### config.mk
export PLATFORM = sky130hd
export DESIGN_NAME = alu_sequencer
export DESIGN_NICKNAME = d
export VERILOG_FILES = /design/src/rtl/alu_sequencer.sv
export SDC_FILE = /design/constraint.sdc
export NUM_CORES = 1
export LEC_CHECK = 0
export ABC_AREA = 1
export CORE_MARGIN = 2
export CORE_UTILIZATION = 46
export CTS_CLUSTER_DIAMETER = 150
export DETAILED_ROUTE_END_ITERATION = 7
export PLACE_DENSITY = 0.85
export RECOVER_POWER = 50
export SYNTH_ARGS = -nofsm -noshare
export SYNTH_HDL_FRONTEND = slang
export SYNTH_SLANG_ARGS = --single-unit
### constraint.sdc
create_clock -name clk -period 2.6 [get_ports clk]
set_input_delay 0.78 -clock clk [delete_from_list [all_inputs] [get_ports clk]]
set_output_delay 0.78 -clock clk [all_outputs]
set_load 0.02 [all_outputs]
### src/rtl/alu_sequencer.sv
`default_nettype none
// ============================================================================
//  Module      : alu_sequencer
//  Description : Execute-stage controller in front of a WIDTH-bit ALU.
//                Registers the ALU operands/op, runs single-pass ops in one
//                cycle and shift-class ops (op[4:2]==3'b111) for in_count
//                passes by feeding Q back into B, then holds the result and
//                flags for a valid/ready writeback handshake.
//                Optional feature macro: ALU_SEQ_BYPASS_EN (accept the next
//                command in DONE on the same edge as the writeback handshake).
//  Revision    : 1.0 - initial release
// ============================================================================
module alu_sequencer #(
    parameter int WIDTH   = 16,
    parameter int COUNT_W = 4
) (
    input  logic               clk,
    input  logic               reset,
    input  logic               in_valid,
    output logic               in_ready,
    input  logic [WIDTH-1:0]   in_a,
    input  logic [WIDTH-1:0]   in_b,
    input  logic [4:0]         in_op,
    input  logic [COUNT_W-1:0] in_count,
    output logic [WIDTH-1:0]   alu_a,
    output logic [WIDTH-1:0]   alu_b,
    output logic [4:0]         alu_op,
    input  logic [WIDTH-1:0]   alu_q,
    input  logic               alu_overflow,
    input  logic               alu_less,
    input  logic               alu_equal,
    input  logic               alu_greater,
    input  logic               alu_zero,
    output logic               out_valid,
    input  logic               out_ready,
    output logic [WIDTH-1:0]   out_q,
    output logic [4:0]         flags
);

    localparam logic [1:0] S_IDLE = 2'd0;
    localparam logic [1:0] S_EXEC = 2'd1;
    localparam logic [1:0] S_ITER = 2'd2;
    localparam logic [1:0] S_DONE = 2'd3;

    logic [1:0]         state_q,   state_d;
    logic [WIDTH-1:0]   alu_a_q,   alu_a_d;
    logic [WIDTH-1:0]   alu_b_q,   alu_b_d;
    logic [4:0]         alu_op_q,  alu_op_d;
    logic [COUNT_W-1:0] rem_q,     rem_d;
    logic               ovf_acc_q, ovf_acc_d;
    logic [WIDTH-1:0]   result_q,  result_d;
    logic [4:0]         flags_q,   flags_d;

    logic               w_can_accept;
    logic               w_start;
    logic               w_is_shift;

    // Decide whether a new command may be taken this cycle.
    always_comb begin
        w_can_accept = 1'b0;
        case (state_q)
            S_IDLE:  w_can_accept = 1'b1;
`ifdef ALU_SEQ_BYPASS_EN
            // Result leaves on this edge, so the slot frees up immediately.
            S_DONE:  w_can_accept = out_ready;
`else
            S_DONE:  w_can_accept = 1'b0;
`endif
            default: w_can_accept = 1'b0;
        endcase
    end

    assign in_ready   = w_can_accept;
    assign w_start    = in_valid && w_can_accept;
    assign w_is_shift = (in_op[4:2] == 3'b111);

    // Next-state and datapath update for the sequencer.
    always_comb begin
        state_d   = state_q;
        alu_a_d   = alu_a_q;
        alu_b_d   = alu_b_q;
        alu_op_d  = alu_op_q;
        rem_d     = rem_q;
        ovf_acc_d = ovf_acc_q;
        result_d  = result_q;
        flags_d   = flags_q;

        case (state_q)
            S_EXEC: begin
                result_d = alu_q;
                flags_d  = {alu_overflow, alu_less, alu_equal, alu_greater, alu_zero};
                state_d  = S_DONE;
            end
            S_ITER: begin
                // Feed this pass's result back as the next pass's operand.
                alu_b_d   = alu_q;
                result_d  = alu_q;
                rem_d     = rem_q - COUNT_W'(1);
                ovf_acc_d = ovf_acc_q | alu_overflow;
                if (rem_q == COUNT_W'(1)) begin
                    flags_d = {ovf_acc_q | alu_overflow, alu_less, alu_equal,
                               alu_greater, alu_zero};
                    state_d = S_DONE;
                end
            end
            S_DONE: begin
                if (out_ready) begin
                    state_d = S_IDLE;
                end
            end
            default: ;
        endcase

        // A newly accepted command overrides the DONE->IDLE return.
        if (w_start) begin
            alu_a_d   = in_a;
            alu_b_d   = in_b;
            alu_op_d  = in_op;
            rem_d     = in_count;
            ovf_acc_d = 1'b0;
            if (!w_is_shift) begin
                state_d = S_EXEC;
            end else if (in_count != '0) begin
                state_d = S_ITER;
            end else begin
                // Zero-length shift: result is B unchanged, only zero is meaningful.
                result_d = in_b;
                flags_d  = {4'b0000, ~|in_b};
                state_d  = S_DONE;
            end
        end
    end

    // State and datapath registers with synchronous reset.
    always_ff @(posedge clk) begin
        if (reset) begin
            state_q   <= S_IDLE;
            alu_a_q   <= '0;
            alu_b_q   <= '0;
            alu_op_q  <= '0;
            rem_q     <= '0;
            ovf_acc_q <= 1'b0;
            result_q  <= '0;
            flags_q   <= '0;
        end else begin
            state_q   <= state_d;
            alu_a_q   <= alu_a_d;
            alu_b_q   <= alu_b_d;
            alu_op_q  <= alu_op_d;
            rem_q     <= rem_d;
            ovf_acc_q <= ovf_acc_d;
            result_q  <= result_d;
            flags_q   <= flags_d;
        end
    end

    assign alu_a     = alu_a_q;
    assign alu_b     = alu_b_q;
    assign alu_op    = alu_op_q;
    assign out_q     = result_q;
    assign flags     = flags_q;
    assign out_valid = (state_q == S_DONE);

endmodule
`default_nettype wire

==> results of run 1 <==
==> registers in the layout, indices dropped and copies added (netlist names) <==
| register | flops |
|---|---|
| alu_op | 5 |
| out_q | 16 |
| alu_a | 16 |
| rem_q | 4 |
| alu_b | 16 |
| ovf_acc_q | 1 |
| state_q | 2 |
| flags | 5 |
==> final timing paths <==
kind                                               from                     to  cells after the start
worst max-delay path            state_q[0]$_SDFFE_PP0P_               in_ready                      3
worst min-delay path                flags[1]$_SDFF_PP0_    flags[1]$_SDFF_PP0_                      2
worst max register to register  state_q[0]$_SDFFE_PP0P_  alu_b[6]$_SDFFE_PP0P_                     10
worst min register to register      flags[1]$_SDFF_PP0_    flags[1]$_SDFF_PP0_                      2
==> cell usage after synthesis <==
master / number / area [sq um]
o21ai_0: 42 / 210
xor2_1: 2 / 17.5
clkbuf_1: 5 / 18.8
inv_6: 1 / 8.76
nand2_4: 2 / 22.5
o21ai_1: 2 / 10.0
nand3_1: 20 / 100
nand2_1: 150 / 563
nand4_1: 1 / 6.26
inv_2: 4 / 15.0
dfxtp_1: 65 / 1300
nor2_1: 84 / 315
nor2_4: 2 / 22.5
nand2_2: 2 / 12.5
inv_1: 30 / 113
nor2_8: 1 / 20.0
nand4_4: 1 / 21.3
buf_2: 8 / 40.0
or2_1: 1 / 6.26
a22oi_1: 1 / 7.51
nor3_1: 2 / 10.0
or2_2: 1 / 6.26
buf_6: 2 / 22.5
ha_1: 6 / 75.1
buf_4: 4 / 30.0
nor2_2: 1 / 6.26
a21oi_2: 1 / 8.76
a21oi_1: 10 / 50.1
==> layout make-up <==
class | count | area (sq um) | area share
well taps | 77 | 96.3 | 0.0217
clock inverters | 1 | 5.00 | 0.00113
clock buffers | 12 | 145 | 0.0326
multi-input cells | 332 | 1470 | 0.331
repair buffers | 131 | 1290 | 0.290
flip-flops and latches | 65 | 1300 | 0.293
inverters | 35 | 136 | 0.0307
==> cells in the final DEF (no fill, tap or decap) <==
master and n:
nor2_8 1, nand3_1 20, clkbuf_1 2, nand2_2 1, nand2_1 151, o21ai_0 43, dlygate4sd3_1 6, o21ai_1 1
xor2_1 2, a21oi_1 10, nand2_4 2, nor3_1 2, nor2_1 84, nand4_1 2, inv_1 32, or2_1 1
clkbuf_2 3, buf_4 3, nor2_4 2, dfxtp_1 65, clkbuf_8 10, ha_1 6, inv_2 2, clkinv_2 1
a22oi_1 1, inv_6 1, clkdlybuf4s50_1 119, a21oi_2 1, nor2_2 1, or2_2 1
==> metal layers <==
metal	track usage	wire length [um]
met5	0	0
met2	0.430	4530
met4	0.0895	159
met3	0.0623	599
met1	0.309	3700
==> power by group <==
group / internal (mW) / switching (mW)
clock: 0.355 / 0.349
sequential: 1.27 / 0.157
combinational: 0.904 / 1.37
==> critical path: stages, from the launching register on <==
cell and delay [ns]:
dfxtp_1 0.34, inv_1 0.10, ha_1 0.21, clkdlybuf4s50_1 0.62
==> kinds of logic (layout without fill, tap and decap cells) <==
group                    count (synthesis)  after routing  share of synthesized area
adder cells (fa/ha/maj)                  6              6                     0.0247
buffers and inverters                   54            179                     0.0815
XOR/XNOR                                 2              2                    0.00576
AO/OA/AOI/OAI                           56             56                     0.0942
AND/OR/NAND/NOR                        268            268                      0.366
flip-flops                              65             65                      0.428
==> stage by stage <==
step	cells	cell area (sq um)	hold slack [ns]	power, mW	util
2_1_floorplan	451	3040	0.484	2.87	-
4_1_cts	653	4480	0.467	4.45	0.702
5_1_grt	653	4450	0.502	4.74	0.696
6_report	653	4450	0.466	4.41	0.696
3_3_place_gp	640	4330	0.454	3.67	0.679
3_5_place_dp	640	4330	0.457	3.74	0.679
==> results.toml, run 1 <==
[clocking]
postCtsHoldBufs = 0
clk_pin_slew_ns = 0.06
cts_tree = "yes"
post-cts-setup-buffer-count = 0
cts_buffers = 9
cts.sinks = 65
root_buffer = "clkbuf_8"
clock_path_buffers = 2
clk_latency_ns = 0.33
htreeDepth = 3
cts-resized-gates = 0

[floorplanning]
core-area_sq_mm = 0.00639
start_util = 0.476
dieWidth_um = 85.3
io_pins = 126
die_h_um = 85.3
rows = 29
die-area_sq_mm = 0.00728

[timing]
finalHoldViolCount = 0
final_max_slew_viol_count = 0
slew_headroom = 0.468
setup_ws_ns = 0.223
finalClockSkew_ns = 0.00225
setup_violations = 0
fin_setup_tns_ns = 0
min_period_ns = 2.38
rsz0062_at_grt = "false"
fin_crit_sh = 0.914
tightest_slew_ns = 0.798
fmax_mhz = 421

[drt]
dr.first_iter.drc_count = 164
drt-total-wl_mm = 8.99
vias = 3252
antenna_left = 0
viasPerCell = 4.98
firstDrtPassIters = 4
avgRoutedWirePerCell_um = 13.8
drcViolationCount = 0

[global_route]
grt_antenna_before_repair = 0
overflow = 0
grt_max_degree = 48
first_global_vias = 3223
grt_use_total = 0.252
grt_pass1_wl_mm = 14.7

[finish]
diodes = 0
area_growth_pct = 46.3
final_nets = 646
drive_gt1_frac = 0.0503
fillers = 538

[worst_setup_path]
r2r_slack_ns = 0.55
cp_max_fo = 4
crit_required_ns = 1.82
endpoint_kind = "primary output"
startpoint_type = "flip-flop"
crit_type = "reg -> out"
critPathArrivalTime_ns = 1.60

[yosys]
seq_area_frac_synth = 0.428
synth-warning-count = 0
syn_avg_cell_area_sq_um = 6.74
syn_area_sq_mm = 0.00304
netlist-cell-type-count = 28
synth_cells = 451
synth_nets = 523
synth-seq-cells = 65

[place]
place_ws_ns = 0.283
io_buffers = 125
hpwl_mm = 6.40
gp_congestion = 0.890

[pwr]
peakVddDrop_uv = 979
powerDensity_mw_per_mm2 = 992
leakagePower_nw = 2.08

[job]
maxCapViolCount = 0

[outcome]
status = "complete, no violations"

[min_path]
hold_path_class = "reg -> reg"
No activity file was read; power rests on OpenSTA's default activity.
==> run 2, diff against run 1 <==
CORE_MARGIN = 3   (was 2)
==> results.toml, run 2 (synthesis results as in run 1) <==
[place]
io_buffers = 125
hpwl_mm = 6.38
gp_congestion = 0.852

[floorplanning]
io_pins = 126
die_h_um = 87.3
core-area_sq_mm = 0.00617
start_util = 0.493
dieWidth_um = 87.3
rows = 28
die-area_sq_mm = 0.00762

[pwr]
power_frac_clock = 0.160
powerDensity_mw_per_mm2 = 993
total_power_mw = 4.42
power.net_switching_mw = 1.87
switching_share = 0.424
peakVddDrop_uv = 970
leakagePower_nw = 2.06
p_seq_frac = 0.324
internal-power_mw = 2.54
comb_power_share = 0.516

[finish]
layout_commonest_cell = "nand2_1"
final_nets = 647
area_growth_pct = 46.2
fillers = 500
final_util = 0.721
diodes = 0
final_cell_mix = "nand2_1, clkdlybuf4s50_1, nor2_1"
drive_gt1_frac = 0.0503

[timing]
finalClockSkew_ns = 0.00541
min_period_ns = 2.37
fmax_mhz = 422
hold_ws_ns = 0.473
tightest_slew_ns = 0.586
setup_violations = 0
slew_headroom = 0.609
final_max_slew_viol_count = 0
fin_crit_sh = 0.911
fin_setup_tns_ns = 0
finalHoldViolCount = 0
rsz0062_at_grt = "false"

[worst_setup_path]
slowest_stage = "dlygate4sd3_1"
critPathArrivalTime_ns = 2.59
path_delay_family = "buffers and inverters"
cp_max_fo = 31
cpPeakStageDelay_ns = 0.53
worstRegToRegCells = 8
crit_type = "in -> reg"
r2r_slack_ns = 0.62
r2r-end = "out_q[7]$_SDFF_PP0_"
crit_required_ns = 2.82
cp.depth = 7
path_buf_inv = 3
cp_common_cell = "nor2_1"
endpoint_kind = "flip-flop"
startpoint_type = "input port"
cp_cell_sequence = "dlygate4sd3_1 -> nand2_1 -> inv_6 -> nand4_1 -> clkbuf_2 -> nor2_1 -> nor2_1"
rr_startpoint = "state_q[0]$_SDFFE_PP0P_"
startpoint = "in_valid"
crit_end = "out_q[7]$_SDFF_PP0_"

[drt]
antenna_left = 0
firstDrtPassIters = 4
drt-total-wl_mm = 8.86
dr.first_iter.drc_count = 159
drcViolationCount = 0
viasPerCell = 4.98
avgRoutedWirePerCell_um = 13.6
vias = 3247

[clocking]
clk_pin_slew_ns = 0.07
cts_buffers = 9
htreeDepth = 3
clk_latency_ns = 0.33
root_buffer = "clkbuf_8"
cts_tree = "yes"
post-cts-setup-buffer-count = 0
postCtsHoldBufs = 0
clock_path_buffers = 2
cts-resized-gates = 0
cts.sinks = 65

[outcome]
status = "complete, no violations"

[global_route]
overflow = 0
grt_pass1_wl_mm = 14.1
grt_use_total = 0.235
grt_max_degree = 33
first_global_vias = 3192
grt_antenna_before_repair = 0

[min_path]
hold_path_class = "reg -> reg"

[job]
maxCapViolCount = 0
run 2: final cells by class:
class | count | area (sq um) | share of cell area
Tap cell | 75 | 93.8 | 0.0211
Clock inverter | 1 | 5.00 | 0.00113
Multi-Input combinational cell | 332 | 1470 | 0.330
Timing Repair Buffer | 132 | 1290 | 0.291
Inverter | 35 | 136 | 0.0307
Sequential cell | 65 | 1300 | 0.293
Clock buffer | 12 | 145 | 0.0326
run 2: power groups by stage:
stage / Sequential [mW] / Clock, mW / Combinational (mW)
5_1_grt: 1.46 / 0.760 / 2.52
6_report: 1.43 / 0.706 / 2.28
3_5_place_dp: 1.45 / 0 / 2.29
2_1_floorplan: 1.71 / 0 / 1.16
4_1_cts: 1.43 / 0.719 / 2.30
3_3_place_gp: 1.44 / 0 / 2.24
run 2: stage by stage:
| stage | setup slack (ns) | cell area, sq um | cells |
|---|---|---|---|
| floorplan | 1.06 | 3040 | 451 |
| global placement | 0.367 | 4340 | 639 |
| detailed placement | 0.326 | 4340 | 639 |
| CTS | 0.216 | 4490 | 652 |
| global route | 0.0799 | 4450 | 652 |
| finish | 0.232 | 4450 | 652 |
run 2: worst min-delay path by stage:
stage / depth (start not counted) / slack, ns / end / start
after global routing: 2 / 0.49 / flags[3]$_SDFF_PP0_ / flags[3]$_SDFF_PP0_
after global placement: 2 / 0.45 / flags[2]$_SDFF_PP0_ / flags[2]$_SDFF_PP0_
after CTS: 2 / 0.47 / flags[3]$_SDFF_PP0_ / flags[3]$_SDFF_PP0_
after floorplan: 2 / 0.48 / ovf_acc_q$_SDFFE_PP0P_ / ovf_acc_q$_SDFFE_PP0P_
final: 2 / 0.47 / flags[3]$_SDFF_PP0_ / flags[3]$_SDFF_PP0_
after detailed placement: 2 / 0.46 / flags[3]$_SDFF_PP0_ / flags[3]$_SDFF_PP0_
run 2: routing by layer:
metal  global-route usage  vias up  share of wire
li1                     -     1640              -
met1                0.284     1460           0.42
met2                0.399      130           0.49
met3               0.0473       17          0.070
met4                0.107        0          0.021
met5                    0        -              0
run 2: worst register-to-register path: cells and delay by family (launching register included):
| family | cells | cell delay, ns |
|---|---|---|
| and+or+nand+nor | 4 | 0.69 |
| buffers and inverters | 3 | 0.68 |
| DFF | 1 | 0.34 |
| adders and majority gates | 1 | 0.17 |
